`src/rtl/demux_pkg.sv`:
```
// rtl/demux_pkg.sv - shared types and constants for the 1-to-4 stream demultiplexer
package demux_pkg;

    localparam int NUM_CH = 4;
    localparam int SEL_W  = 2;

    typedef enum logic {
        EMPTY = 1'b0,
        FULL  = 1'b1
    } dmx_state_t;

    typedef logic [SEL_W-1:0] ch_sel_t;

endpackage

```
`src/rtl/demux14_stream_dec24.sv`:
```
// rtl/demux14_stream_dec24.sv - enabled 2-to-4 one-hot decoder (module dec24)
module dec24
    import demux_pkg::*;
(
    input  logic              en,
    input  ch_sel_t           sel,
    output logic [NUM_CH-1:0] onehot
);

    // One bit per channel; all zero when disabled so at most one bit is ever set.
    always_comb begin
        onehot = '0;
        for (int k = 0; k < NUM_CH; k++) begin
            if (en && (sel == ch_sel_t'(k))) begin
                onehot[k] = 1'b1;
            end
        end
    end

endmodule

```
`src/rtl/demux14_stream.sv`:
```
// rtl/demux14_stream.sv - registered 1-to-4 demux; DEMUX_STATS_EN adds per-channel drain counters
module demux14_stream
    import demux_pkg::*;
#(
    parameter int WIDTH = 32
`ifdef DEMUX_STATS_EN
    ,
    parameter int CNT_W = 8
`endif
) (
    input  logic                  clk,
    input  logic                  rst_n,
    input  logic                  in_valid,
    output logic                  in_ready,
    input  logic [WIDTH-1:0]      in_data,
    input  ch_sel_t               in_sel,
    output logic [NUM_CH-1:0]     out_valid,
    input  logic [NUM_CH-1:0]     out_ready,
    output logic [WIDTH-1:0]      out_data,
    output ch_sel_t               out_sel
`ifdef DEMUX_STATS_EN
    ,
    output logic [NUM_CH*CNT_W-1:0] stat_cnt
`endif
);

    dmx_state_t        state_q;
    dmx_state_t        state_d;
    logic              accept;
    logic              drain;
    logic              load;
    logic [NUM_CH-1:0] drain_vec;

    // The same decode drives out_valid and, masked by out_ready, the per-channel drain strobes.
    dec24 u_dec (
        .en     (state_q == FULL),
        .sel    (out_sel),
        .onehot (out_valid)
    );

    // Only the selected channel's ready can matter because out_valid is one-hot.
    assign drain_vec = out_valid & out_ready;
    assign drain     = |drain_vec;

    // Ready is forced low during reset; otherwise free slot or slot being emptied this cycle.
    assign in_ready  = rst_n & ((state_q == EMPTY) | drain);
    assign accept    = in_valid & in_ready;

    // State register.
    always_ff @(posedge clk or negedge rst_n) begin
        if (!rst_n) begin
            state_q <= EMPTY;
        end else begin
            state_q <= state_d;
        end
    end

    // Next state and load strobe: accepting always lands in FULL, a bare drain empties.
    always_comb begin
        state_d = state_q;
        load    = 1'b0;
        if (accept) begin
            state_d = FULL;
            load    = 1'b1;
        end else if (drain) begin
            state_d = EMPTY;
        end
    end

    // Output data/select register; holds its value until a new word is loaded.
    always_ff @(posedge clk or negedge rst_n) begin
        if (!rst_n) begin
            out_data <= '0;
            out_sel  <= '0;
        end else if (load) begin
            out_data <= in_data;
            out_sel  <= in_sel;
        end
    end

`ifdef DEMUX_STATS_EN
    logic [CNT_W-1:0] cnt_q [NUM_CH];

    for (genvar k = 0; k < NUM_CH; k++) begin : g_stat
        // Per-channel drain counter, wraps naturally at 2**CNT_W.
        always_ff @(posedge clk or negedge rst_n) begin
            if (!rst_n) begin
                cnt_q[k] <= '0;
            end else if (drain_vec[k]) begin
                cnt_q[k] <= cnt_q[k] + 1'b1;
            end
        end

        assign stat_cnt[k*CNT_W +: CNT_W] = cnt_q[k];
    end
`endif

endmodule

```
`config.mk`:
```
export PLATFORM = sky130hd
export DESIGN_NAME = demux14_stream
export DESIGN_NICKNAME = d
export VERILOG_FILES = /design/src/rtl/demux_pkg.sv /design/src/rtl/demux14_stream_dec24.sv /design/src/rtl/demux14_stream.sv
export SDC_FILE = /design/constraint.sdc
export NUM_CORES = 1
export LEC_CHECK = 0
export CAP_MARGIN = 30
export CELL_PAD_IN_SITES_DETAIL_PLACEMENT = 1
export CELL_PAD_IN_SITES_GLOBAL_PLACEMENT = 1
export CORE_UTILIZATION = 25
export CTS_BUF_LIST = sky130_fd_sc_hd__clkbuf_8
export CTS_CLUSTER_DIAMETER = 120
export DETAILED_ROUTE_END_ITERATION = 6
export PLACE_DENSITY = 0.71
export SYNTH_ARGS = -nofsm -noshare
export SYNTH_HDL_FRONTEND = slang
export SYNTH_SLANG_ARGS = --single-unit
```
`constraint.sdc`:
```
create_clock -name clk -period 2.7 [get_ports clk]
set_clock_uncertainty 0.15 [all_clocks]
set_input_delay 0.675 -clock clk [delete_from_list [all_inputs] [get_ports clk]]
set_output_delay 0.675 -clock clk [all_outputs]
set_load 0.01 [all_outputs]
```
Word-level counts from Yosys, hierarchy flattened --
Cells that the tools add are included.
Cells by class: eq/ne operators 3, mux-type cells 7, bitwise gates (word level) 5, reductions and logical operators 7
Operators with widths (number):
- 1-bit 2-to-1 mux | 7
- 4-bit AND | 1
- 2-bit equality test (second input constant) | 2
- 1-bit logical AND | 4
- 4-bit OR reduction | 1
- 1-bit AND | 2
- 2-bit by 1-bit equality test with 1-bit output (second input constant) | 1
- 2-bit zero test | 1
- 2-bit nonzero test | 1
- 1-bit inverter | 1
- 1-bit bitwise OR | 1
Storage, ports and cells: flip-flop bits (word level) 35, bits of input ports 41, output and inout bits 39, word-level logic and storage cells 25

Longest topological paths before layout --
Gate-level depths: netlist of run 1.
word-level depth 9, mapped depth 4, mapped depth without buffers 3

By module --
From an unflattened synthesis of run 1, not the netlist that was laid out.
Unflattened totals: cells, all modules 83, area total of the unflattened synthesis 1486.4 µm²
Modules (own cells, without submodules):
- demux14_stream | instances 1, cells each 79, area an instance 1448.9 µm², seq. area each 875.8 µm²
- dec24 | instances 1, cells each 4, area an instance 37.5 µm², seq. area each 0.0 µm²

Worst setup path before layout of run 1 --
OpenSTA, ideal clock, no wires.
kind input port to output port, start input out_ready[3], end output in_ready, arrival time 1328 ps, data required time 1875 ps, slack 547 ps, stages on the path 3, path buffers 0, path through mux2i_1 a22oi_1 and2_1
On the way: word-level cells in the longest chain between the ends 4
Ends and longest elaborated chain:
- start: declaration | RTL line demux14_stream.sv:18 | input logic [NUM_CH-1:0] out_ready,
- 4-bit AND | RTL line demux14_stream.sv:42 | assign drain_vec = out_valid & out_ready;
- 4-bit OR reduction | RTL line demux14_stream.sv:43 | assign drain = |drain_vec;
- 1-bit bitwise OR | RTL line demux14_stream.sv:46 | assign in_ready = rst_n & ((state_q == EMPTY) | drain);
- 1-bit AND | RTL line demux14_stream.sv:46
- end: declaration | RTL line demux14_stream.sv:14 | output logic in_ready,
No other way between the ends.

Worst setup path in the final report of run 1 --
Same ends and word-level chain as after synthesis.

==> results.env, run 1 <==
STATUS='finished, final reports clean'
POWER.DENSITY_mW_PER_MM2=830.5
LAYOUT_COMMONEST_CELL='clkdlybuf4s50_1'
PATH_CLASS='input port to output port'
YS_SEQ_ELEMENTS=35
FMAX_ACHIEVED_MHz=385.4
FINAL_CELL_MIX='76 x clkdlybuf4s50_1, 35 x dfrtp_1, 30 x mux2_2'
GP_ROUTABILITY_CONGESTION=0.8043
RSZ0062_AT_GRT='no'
RELSLEWSLACK_PCT=80.88
FINALSETUPVIOLCOUNT=0
GRTUSAGETOTAL_PCT=14.25
CTS-ROOT-TO-SINK-BUFFERS=2
IR_DROP_mV=0.3649
PIN_COUNT_OF_THE_BIGGEST_NET_ENTERING_GLOBAL_ROUTING=22
HOLD_VIOL=0
WORST_PATH_DOMINANT_CELL_FAMILY='buffers and inverters'
SYNTH.YOSYS.WARNINGS=0
MIN_PERIOD_NS=2.595
FINAL.HOLD.WORST_SLACK_NS=0.2036
AREA_SHARE_OF_THE_LEADING_CELL_TYPE_IN_THE_SYNTHESIZED_NETLIST_PCT=61.35
DRCVIOLATIONCOUNT=0
WORSTSETUPSTARTPOINT='out_ready[3]'
CLK_LATENCY_NS=0.28
SEQPWRFRAC_PCT=39.8
TIMING.CRITICAL_PATH.FROM_TYPE='input port'
ANT_NETS=0
WORSTREG2REGEND='out_data[6]'
DETAIL_ROUTE.WL_PER_CELL_UM=14.65
PWR-SHARE-CLK_PCT=18.2
PLACEMENT_ROWS=27
SYNTH_AREA_LEADERS='dfrtp_1 61%, mux2_2 24%, buf_6 2.4%'
SYN_AVG_CELL_AREA_UM2=15.86
FINALSETUPTNS_NS=0
WORSTPATHCELLLIST='clkdlybuf4s50_1, mux2i_1, a22oi_1, and2_1, clkbuf_2'
CRITICAL_PATH.N_BUFFERS_INVERTERS=2
COMBPWRFRAC_PCT=42.1
SWITCHINGPOWER_uW=572.3
DIE_W_UM=77.57
SYNTH_NETS=131
FP.DIEH_UM=77.57
P_INT_uW=1449
LAYOUT_CELLS_SIZED_ABOVE_1_PCT=27.47
TRITONCTS_CLOCK_TREE='yes'
FILLCELLCOUNT=581
DETAILED_ROUTE_WIRE_LENGTH_UM=3721
GRT_OVERFLOW_TOTAL=0
DESIGN.DIE.AREA_MM2=0.006016
GLOBAL_ROUTE_WIRE_LENGTH_BEFORE_REPAIR_UM=6444
DETAILEDROUTE.FIRSTITERATIONVIOLATIONS=17
REGISTER_TO_REGISTER_SETUP_SLACK_NS=0.63
SYNTH-SEQ-AREA-SHARE_PCT=61.35
R2R_START='out_sel[1]'
PERIOD_SHARE_PCT=96.09
MAXCAPVIOLCOUNT=0
WORST-SLEW-PIN-TRANSITION_NS=0.2868
CTS.ROOT.BUFFER_CELL='clkbuf_8'
LEAKAGE_uW=0.001008
ANTENNA_FOUND_INITIAL=0
SYNTH.CELL_AREA_MM2=0.001428
CTS_MADE_BUFFERS=5
WORST_R2R_PATH_DEPTH=5
CRITICAL-PATH-SLOWEST-CELL='clkdlybuf4s50_1'
DRT_PASS1_ITERATIONS=4
WORST_EP_REQUIRED_TIME_NS=1.88
ROUTE.DETAILED.VIAS_PER_INST=4.264
BOUNDARY_PIN_COUNT=80
CRITICAL_PATH_PEAK_FANOUT=2
CTS.SINKS=35
CRIT_CELLS=5
PATH_CLK_SLEW_NS=0.07
INITIAL_CORE_UTIL_PCT=25.93
SLOWEST_DELAY_NS=0.48
NUMBER_OF_LEVELS_IN_THE_CLOCK_H_TREE=2
FIRST_GLOBAL_VIAS=1237
NUMBER_OF_NETS_IN_THE_LAYOUT=223
CP-ENDPOINT='in_ready'
SYNTH.LARGEST_AREA_CELL='dfrtp_1'
CRITPATHCAPTURETYPE='output port'
ANTENNA_CELLS=0
IO_BUFFERS=79
DISTINCT_CELL_TYPE_COUNT_OF_THE_SYNTHESIZED_NETLIST=17
NETLIST_INSTANCES=90
CORE_AREA_MM2=0.005507
PLACE.DETAILED.HPWL_UM=2959
CRIT_ARRIVAL_NS=1.77
AREA_GROWTH_PCT=70.46
MAX_SLEW_VIO_COUNT=0
NETSWITCHINGFRACTION_PCT=28.32
DR_TOTAL_VIAS=1083
MIN-DELAY-PATH-CLASS='input port to async pin'
[worst min-delay path by stage]
stage	slack, ns	cells after the start	end	start
5_1_grt	0.23	2	out_sel[0]	rst_n
2_1_floorplan	0.23	0	out_data[0]	rst_n
3_3_place_gp	0.32	1	out_data[15]	out_data[15]
4_1_cts	0.20	2	out_sel[0]	rst_n
6_report	0.20	2	out_sel[0]	rst_n
3_5_place_dp	0.35	1	out_data[18]	out_data[18]
[stage by stage]
step	worst slack [ns]	utilization (%)	area (um2)	cells	power, uW
3_3_place_gp	-0.2486	42.40	2335	245	1625
5_1_grt	0.03117	44.19	2434	254	2152
4_1_cts	0.01539	44.15	2431	253	2051
3_5_place_dp	-0.2878	42.40	2335	245	1665
2_1_floorplan	0.5474	-	1428	90	1135
6_report	0.1055	44.19	2434	254	2021
[kinds of logic (layout without fill, tap and decap cells)]
group | count (synthesis) | after routing | synth area share, %
DFF | 35 | 35 | 61.35
and+or+nand+nor | 11 | 11 | 4.558
buffers and inverters | 3 | 95 | 2.366
muxes | 35 | 35 | 27.34
AOI/OAI and AO/OA | 6 | 6 | 4.382
[cell usage after synthesis (all sizes together)]
library cell and instances:
nand2 2, mux2i 3, nand2b 1, and2 3, nand3 1, a21oi 1
a22oi 2, dfrtp 35, buf 3, nor2b 1, a22o 1, and2b 2
and3 1, a221oi 1, mux2 32, a21o 1
[area by class of cell]
| cell class | count | area, um2 | share of cell area, % |
|---|---|---|---|
| sequential | 35 | 875.8 | 35.99 |
| timing repair buffer | 88 | 859.6 | 35.32 |
| multi-input combinational | 52 | 520.5 | 21.39 |
| tap | 72 | 90.09 | 3.702 |
| clock buffer | 6 | 82.58 | 3.393 |
| clock inverter | 1 | 5.005 | 0.2057 |
[power groups by stage]
| stage | Combinational, uW | Sequential [uW] | Clock, uW |
|---|---|---|---|
| finish | 850 | 803 | 367 |
| global route | 910 | 834 | 409 |
| CTS | 856 | 807 | 388 |
| detailed placement | 848 | 817 | 0 |
| global placement | 825 | 800 | 0 |
| floorplan | 253 | 882 | 0 |
[routing by layer]
layer | routed length [um] | GRT usage [%]
met5 | 0 | 0
met4 | 57 | 5.094
met3 | 305 | 5.647
met2 | 1891 | 24.25
met1 | 1467 | 16.07
[state kept, by name, summed over array words and instances, names as in the netlist]
| register | count |
|---|---|
| out_sel | 2 |
| state_q | 1 |
| out_data | 32 |
[timing repair]
item / in CTS / in global routing
endpoints found under the hold margin: 0 / 0
pin swaps: 2 / 1
hold buffers: 0 / 0
endpoints found under the setup margin: 2 / 1
buffers inserted: 1 / 1
resized for setup: 4 / 1
Power figures use the tool's default switching activity.
==> run 2: changes to the inputs <==
--- a/config.mk
+++ b/config.mk
@@ -8,11 +8,12 @@
 export CAP_MARGIN = 30
 export CELL_PAD_IN_SITES_DETAIL_PLACEMENT = 1
 export CELL_PAD_IN_SITES_GLOBAL_PLACEMENT = 1
-export CORE_UTILIZATION = 25
+export CORE_UTILIZATION = 32
 export CTS_BUF_LIST = sky130_fd_sc_hd__clkbuf_8
 export CTS_CLUSTER_DIAMETER = 120
 export DETAILED_ROUTE_END_ITERATION = 6
-export PLACE_DENSITY = 0.71
+export MAX_ROUTING_LAYER = met4
+export PLACE_DENSITY = 0.87
 export SYNTH_ARGS = -nofsm -noshare
 export SYNTH_HDL_FRONTEND = slang
 export SYNTH_SLANG_ARGS = --single-unit
==> results.env, run 2 (synthesized netlist as in run 1, its figures left out) <==
DESIGN.DIE.AREA_MM2=0.004733  # was 0.006016 mm2
POSTPLACECELLAREA_MM2=0.002292  # was 0.002335 mm2
DPL.CELL_COUNT=221  # was 245
DETAIL_ROUTE.WL_PER_CELL_UM=17.24  # was 14.65 um
MAXCAPVIOLCOUNT=0  # unchanged
DIE_W_UM=68.80  # was 77.57 um
PLACEMENT_ROWS=23  # was 27
WORST-SLEW-PIN-TRANSITION_NS=0.4478  # was 0.2868 ns
DESIGN_POWER_TOTAL_uW=2009  # was 2021 uW
ANT_NETS=0  # unchanged
NUMBER_OF_NETS_IN_THE_LAYOUT=220  # was 223
FILLCELLCOUNT=433  # was 581
CRIT_ARRIVAL_NS=1.76  # was 1.77 ns
CRITPATHCAPTURETYPE='output port'  # unchanged
CORE_AREA_MM2=0.004144  # was 0.005507 mm2
RSZ0062_AT_GRT='no'  # unchanged
LARGEST_REGISTERS='out_data: 32 flops, out_sel: 2 flops, state_q: 1 flops'  # unchanged
DRCVIOLATIONCOUNT=0  # unchanged
PATH_CLK_SLEW_NS=0.07  # about the same
POSTLAYOUTCELLAREA_MM2=0.002385  # was 0.002434 mm2
GRT_OVERFLOW_TOTAL=0  # unchanged
IO_BUFFERS=79  # unchanged
TOP_REGISTER='out_data'  # unchanged
CTS-ROOT-TO-SINK-BUFFERS=2  # unchanged
FINAL_CELL_MIX='76 x clkdlybuf4s50_1, 35 x dfrtp_1, 30 x mux2_2'  # unchanged
LAYOUT_CELLS_SIZED_ABOVE_1_PCT=26.67  # was 27.47%
ROUTE.DETAILED.VIAS_PER_INST=4.717  # was 4.264
NUMBER_OF_LEVELS_IN_THE_CLOCK_H_TREE=2  # unchanged
PERIOD_SHARE_PCT=95.76  # was 96.09%
FINAL.HOLD.WORST_SLACK_NS=0.3170  # was 0.2036 ns
ANTENNA_FOUND_INITIAL=0  # unchanged
BOUNDARY_PIN_COUNT=80  # unchanged
CTS.ROOT.BUFFER_CELL='clkbuf_8'  # unchanged
TRITONCTS_CLOCK_TREE='yes'  # unchanged
RELSLEWSLACK_PCT=70.14  # was 80.88%
DR_TOTAL_VIAS=1085  # was 1083
FP.DIEH_UM=68.80  # was 77.57 um
INITIAL_CORE_UTIL_PCT=34.45  # was 25.93%
CTS.SINKS=35  # unchanged
FINALSETUPVIOLCOUNT=0  # unchanged
GP_ROUTABILITY_CONGESTION=0.7630  # was 0.8043
MIN_PERIOD_NS=2.586  # was 2.595 ns
TIMING.CRITICAL_PATH.FROM_TYPE='input port'  # unchanged
CTS_MADE_BUFFERS=5  # unchanged
DETAILEDROUTE.FIRSTITERATIONVIOLATIONS=23  # was 17
PLACE.DETAILED.HPWL_UM=3087  # was 2959 um
CRITICAL-PATH-SLOWEST-CELL='clkdlybuf4s50_1'  # unchanged
REGISTER_TO_REGISTER_SETUP_SLACK_NS=0.55  # was 0.63 ns
GLOBAL_ROUTE_WIRE_LENGTH_BEFORE_REPAIR_UM=6216  # was 6444 um
POWER.DENSITY_mW_PER_MM2=842.5  # was 830.5 mW/mm2
DRT_PASS1_ITERATIONS=2  # was 4
PATH_CLASS='input port to output port'  # unchanged
LEAKAGE_uW=0.0009929  # was 0.001008 uW
CLK_LATENCY_NS=0.28  # about the same
PIN_COUNT_OF_THE_BIGGEST_NET_ENTERING_GLOBAL_ROUTING=37  # was 22
FIN_CELLS=230  # was 254
LARGEST_REGISTER_FF_COUNT=32  # unchanged
IR_DROP_mV=0.5296  # was 0.3649 mV
LAYOUT_COMMONEST_CELL='clkdlybuf4s50_1'  # unchanged
WORST_EP_REQUIRED_TIME_NS=1.88  # about the same
MIN-DELAY-PATH-CLASS='input port to async pin'  # unchanged
FIRST_GLOBAL_VIAS=1253  # was 1237
WORSTPATHCELLLIST='clkdlybuf4s50_1, mux2i_1, a22oi_1, and2_1, buf_2'  # was clkdlybuf4s50_1, mux2i_1, a22oi_1, and2_1, clkbuf_2
MAX_SLEW_VIO_COUNT=0  # unchanged
ANTENNA_CELLS=0  # unchanged
STATUS='finished, final reports clean'  # unchanged
DETAILED_ROUTE_WIRE_LENGTH_UM=3966  # was 3721 um
SLOWEST_DELAY_NS=0.48  # about the same
FMAX_ACHIEVED_MHz=386.8  # was 385.4 MHz
GRTUSAGETOTAL_PCT=19.58  # was 14.25%
HOLD_VIOL=0  # unchanged
CRITICAL_PATH_PEAK_FANOUT=2  # unchanged
CTS_HOLD_REPAIR.BUFFERS=0  # unchanged
AREA_GROWTH_PCT=67.05  # was 70.46%
## run 2: through the flow
| stage | setup TNS [ns] | utilization, % | setup slack (ns) |
|---|---|---|---|
| CTS | 0 | 57.70 | 0.01480 |
| global placement | -0.3095 | 55.31 | -0.3095 |
| detailed placement | -0.3077 | 55.31 | -0.3077 |
| finish | 0 | 57.55 | 0.1145 |
| global route | 0 | 57.55 | 0.04042 |
| floorplan | 0 | - | 0.5474 |
## run 2: final timing paths
check	from	to	cells past startpoint
min	rst_n	out_data[2]	2
max in group asynchronous	rst_n	out_data[14]	2
max	out_ready[3]	in_ready	5
max reg2reg	out_sel[1]	out_data[20]	6
min reg2reg	out_data[13]	out_data[13]	1
min in group clk	out_data[13]	out_data[13]	1
## run 2: power breakdown
group          switching [uW]  internal (uW)
sequential                110            698
combinational             302            538
clock                     185            176
total                     597           1410
## run 2: metal layers
layer	track usage [%]	wire [um]
met5	-	0
met2	34.68	2189
met1	18.80	1414
met4	6.888	91
met3	8.717	271
## run 2: what timing repair did
item                                    in CTS  in global routing
endpoints found under the hold margin        0                  0
endpoints found under the setup margin       3                  1
gates resized for setup                      6                  1
buffers inserted                             1                  0
pin swaps                                    1                  2
## run 2: cell type report
type,instances,area (um2),share of cell area (%)
Sequential cell,35,875.8,36.73
Timing Repair Buffer,85,837.1,35.10
Clock buffer,5,68.82,2.886
Tap cell,50,62.56,2.623
Clock inverter,3,16.27,0.6821
Multi-Input combinational cell,52,524.3,21.98
## run 2: worst max-delay path, delay by kind of cell
kind | cells | cell delay (ns)
mux | 1 | 0.09
compound gates | 1 | 0.23
simple gates | 1 | 0.15
buf+inv | 2 | 0.61
==> run 3: changes to the inputs <==
--- a/config.mk
+++ b/config.mk
@@ -8,12 +8,13 @@
 export CAP_MARGIN = 30
 export CELL_PAD_IN_SITES_DETAIL_PLACEMENT = 1
 export CELL_PAD_IN_SITES_GLOBAL_PLACEMENT = 1
+export CORE_ASPECT_RATIO = 1.5
 export CORE_UTILIZATION = 32
 export CTS_BUF_LIST = sky130_fd_sc_hd__clkbuf_8
 export CTS_CLUSTER_DIAMETER = 120
 export DETAILED_ROUTE_END_ITERATION = 6
 export MAX_ROUTING_LAYER = met4
-export PLACE_DENSITY = 0.87
+export PLACE_DENSITY_LB_ADDON = 0.1
 export SYNTH_ARGS = -nofsm -noshare
 export SYNTH_HDL_FRONTEND = slang
 export SYNTH_SLANG_ARGS = --single-unit
==> results.env, run 3 (synthesized netlist as in run 1, its figures left out) <==
LAYOUT_CELLS_SIZED_ABOVE_1_PCT=27.47  # was 26.67%
ANT_NETS=0  # unchanged
DETAILEDROUTE.FIRSTITERATIONVIOLATIONS=5  # was 23
GRT_OVERFLOW_TOTAL=0  # unchanged
IO_BUFFERS=79  # unchanged
ROUTEDLENGTHMET1_UM=1266  # was 1414 um
FP.DIEH_UM=83.81  # was 68.80 um
POWER.DENSITY_mW_PER_MM2=874.6  # was 842.5 mW/mm2
NETSWITCHINGFRACTION_PCT=27.17  # was 29.69%
CTS-ROOT-TO-SINK-BUFFERS=2  # unchanged
DIE_W_UM=56.54  # was 68.80 um
PATH_CLASS='input port to output port'  # unchanged
CTS.ROOT.BUFFER_CELL='clkbuf_8'  # unchanged
HOLD_VIOL=0  # unchanged
MIN_PERIOD_NS=2.582  # was 2.586 ns
CRITICAL_PATH.N_BUFFERS_INVERTERS=2  # unchanged
CLK_LATENCY_NS=0.28  # about the same
BOUNDARY_PIN_COUNT=80  # unchanged
GLOBAL_ROUTE_WIRE_LENGTH_BEFORE_REPAIR_UM=6368  # was 6216 um
WORST_PATH_DOMINANT_CELL_FAMILY='buffers and inverters'  # unchanged
AREA_GROWTH_PCT=69.76  # was 67.05%
STATUS='finished, final reports clean'  # unchanged
ROUTE.DETAILED.VIAS_PER_INST=4.768  # was 4.717
WORSTPATHCELLLIST='clkdlybuf4s50_1, mux2i_1, a22oi_1, and2_1, clkbuf_2'  # was clkdlybuf4s50_1, mux2i_1, a22oi_1, and2_1, buf_2
TIMING.CRITICAL_PATH.FROM_TYPE='input port'  # unchanged
DETAIL_ROUTE.WL_PER_CELL_UM=16.06  # was 17.24 um
CRIT_ARRIVAL_NS=1.76  # about the same
PERIOD_SHARE_PCT=95.61  # was 95.76%
TOPROUTINGLAYERUSED='met4'  # unchanged
FMAX_ACHIEVED_MHz=387.4  # was 386.8 MHz
P_INT_uW=1544  # was 1413 uW
FINAL_CELL_MIX='76 x clkdlybuf4s50_1, 35 x dfrtp_1, 30 x mux2_2'  # unchanged
SWITCHINGPOWER_uW=575.8  # was 596.6 uW
MET2WIRELENGTH_UM=2121  # was 2189 um
WORST_EP_REQUIRED_TIME_NS=1.88  # about the same
DRCVIOLATIONCOUNT=0  # unchanged
TOP_REGISTER='out_data'  # unchanged
PATH_CLK_SLEW_NS=0.06  # was 0.07 ns
RELSLEWSLACK_PCT=69.79  # was 70.14%
CORE_AREA_MM2=0.004245  # was 0.004144 mm2
DETAILED_ROUTE_WIRE_LENGTH_UM=3661  # was 3966 um
ANTENNA_FOUND_INITIAL=0  # unchanged
LAYOUT_COMMONEST_CELL='clkdlybuf4s50_1'  # unchanged
FINALSETUPVIOLCOUNT=0  # unchanged
POSTLAYOUTSETUPSLACKWORST_NS=0.1185  # was 0.1145 ns
WORST-SLEW-PIN-TRANSITION_NS=0.4531  # was 0.4478 ns
SLOWEST_DELAY_NS=0.49  # was 0.48 ns
FIRST_GLOBAL_VIAS=1277  # was 1253
RSZ0062_AT_GRT='no'  # unchanged
CRITPATHCAPTURETYPE='output port'  # unchanged
PWR-SHARE-CLK_PCT=22.4  # was 18.0%
INITIAL_CORE_UTIL_PCT=33.63  # was 34.45%
GRTUSAGETOTAL_PCT=18.30  # was 19.58%
DR_TOTAL_VIAS=1087  # was 1085
DPL.CELL_COUNT=218  # was 221
MAXCAPVIOLCOUNT=0  # unchanged
FIN_CELLS=228  # was 230
WORST_R2R_PATH_DEPTH=6  # unchanged
TRITONCTS_CLOCK_TREE='yes'  # unchanged
PLACE.DETAILED.HPWL_UM=2826  # was 3087 um
SEQPWRFRAC_PCT=37.8  # was 40.2%
IR_DROP_mV=0.5097  # was 0.5296 mV
FINALSETUPTNS_NS=0  # unchanged
ANTENNA_CELLS=0  # unchanged
LARGEST_REGISTERS='out_data: 32 flops, out_sel: 2 flops, state_q: 1 flops'  # unchanged
PRE_CTS_SLACK_NS=-0.2998  # was -0.3077 ns
MIN-DELAY-PATH-CLASS='input port to async pin'  # unchanged
LARGEST_REGISTER_FF_COUNT=32  # unchanged
NUMBER_OF_NETS_IN_THE_LAYOUT=222  # was 220
ROUTE.MET3.WL_UM=213  # was 271 um
CTS.SINKS=35  # unchanged
PLACEMENT_ROWS=29  # was 23
DESIGN.DIE.AREA_MM2=0.004738  # was 0.004733 mm2
LEAKAGE_uW=0.001018  # was 0.0009929 uW
CTS_MADE_BUFFERS=5  # unchanged
MAX_SLEW_VIO_COUNT=0  # unchanged
NUMBER_OF_LEVELS_IN_THE_CLOCK_H_TREE=2  # unchanged
CRITICAL-PATH-SLOWEST-CELL='clkdlybuf4s50_1'  # unchanged
PIN_COUNT_OF_THE_BIGGEST_NET_ENTERING_GLOBAL_ROUTING=37  # unchanged
COMBPWRFRAC_PCT=39.8  # was 41.8%
GP_ROUTABILITY_CONGESTION=0.8513  # was 0.7630
CRIT_CELLS=5  # unchanged
DRT_PASS1_ITERATIONS=2  # unchanged
CRITICAL_PATH_PEAK_FANOUT=2  # unchanged
CTS_HOLD_REPAIR.BUFFERS=0  # unchanged
[run 3: cell types whose count changed in the layout (fill, tap and decap cells not counted)]
cell        delta
buf_2          -1
bufinv_16      +1
mux2i_2        -1
buf_4          +2
clkbuf_8       +1
inv_1          -1
clkinvlp_4     -1
clkbuf_2       +1
mux2i_1        +1
[run 3: layer usage]
metal	track usage, %	vias up
met2	32.30	44
met1	19.39	535
met5	-	-
li1	-	501
met3	4.651	7
met4	6.430	0
[run 3: cell type report]
cell class | instances | area (um2)
clock inverter | 2 | 35.03
sequential | 35 | 875.8
fill | 451 | 1822
tap | 46 | 57.56
multi-input combinational | 52 | 520.5
clock buffer | 6 | 82.58
timing repair buffer | 87 | 852.1
[run 3: power groups by stage]
stage | clock [uW] | combinational, uW | sequential (uW)
after global routing | 512 | 905 | 831
after detailed placement | 0 | 845 | 815
after CTS | 495 | 861 | 805
after floorplan | 0 | 253 | 882
final | 474 | 843 | 802
after global placement | 0 | 825 | 798
[run 3: what timing repair did]
item	4_1_cts	5_1_grt
buffers inserted	2	0
endpoints found under the hold margin	0	0
endpoints found under the setup margin	1	3
gates resized for setup	3	2
pin swaps	1	2
[run 3: path summary, 6_finish.rpt]
| kind | from | to | slack [ns] |
|---|---|---|---|
| worst max-delay path | out_ready[2] | in_ready | 0.12 |
| worst min-delay path | rst_n | out_data[25] | 0.31 |
| worst max register to register | out_sel[1] | out_data[23] | 0.57 |
| worst min register to register | out_data[15] | out_data[15] | 0.34 |
| max in group asynchronous | rst_n | out_data[11] | 1.76 |
| min in group clk | out_data[15] | out_data[15] | 0.34 |
[run 3: stage by stage]
stage | hold slack [ns] | cell area [um2] | total power (uW) | utilization (%)
global placement | 0.3180 | 2295 | 1623 | 54.05
global route | 0.3580 | 2424 | 2248 | 57.09
CTS | 0.3247 | 2426 | 2161 | 57.15
floorplan | 0.2294 | 1428 | 1135 | -
finish | 0.3136 | 2424 | 2120 | 57.09
detailed placement | 0.3308 | 2295 | 1660 | 54.05
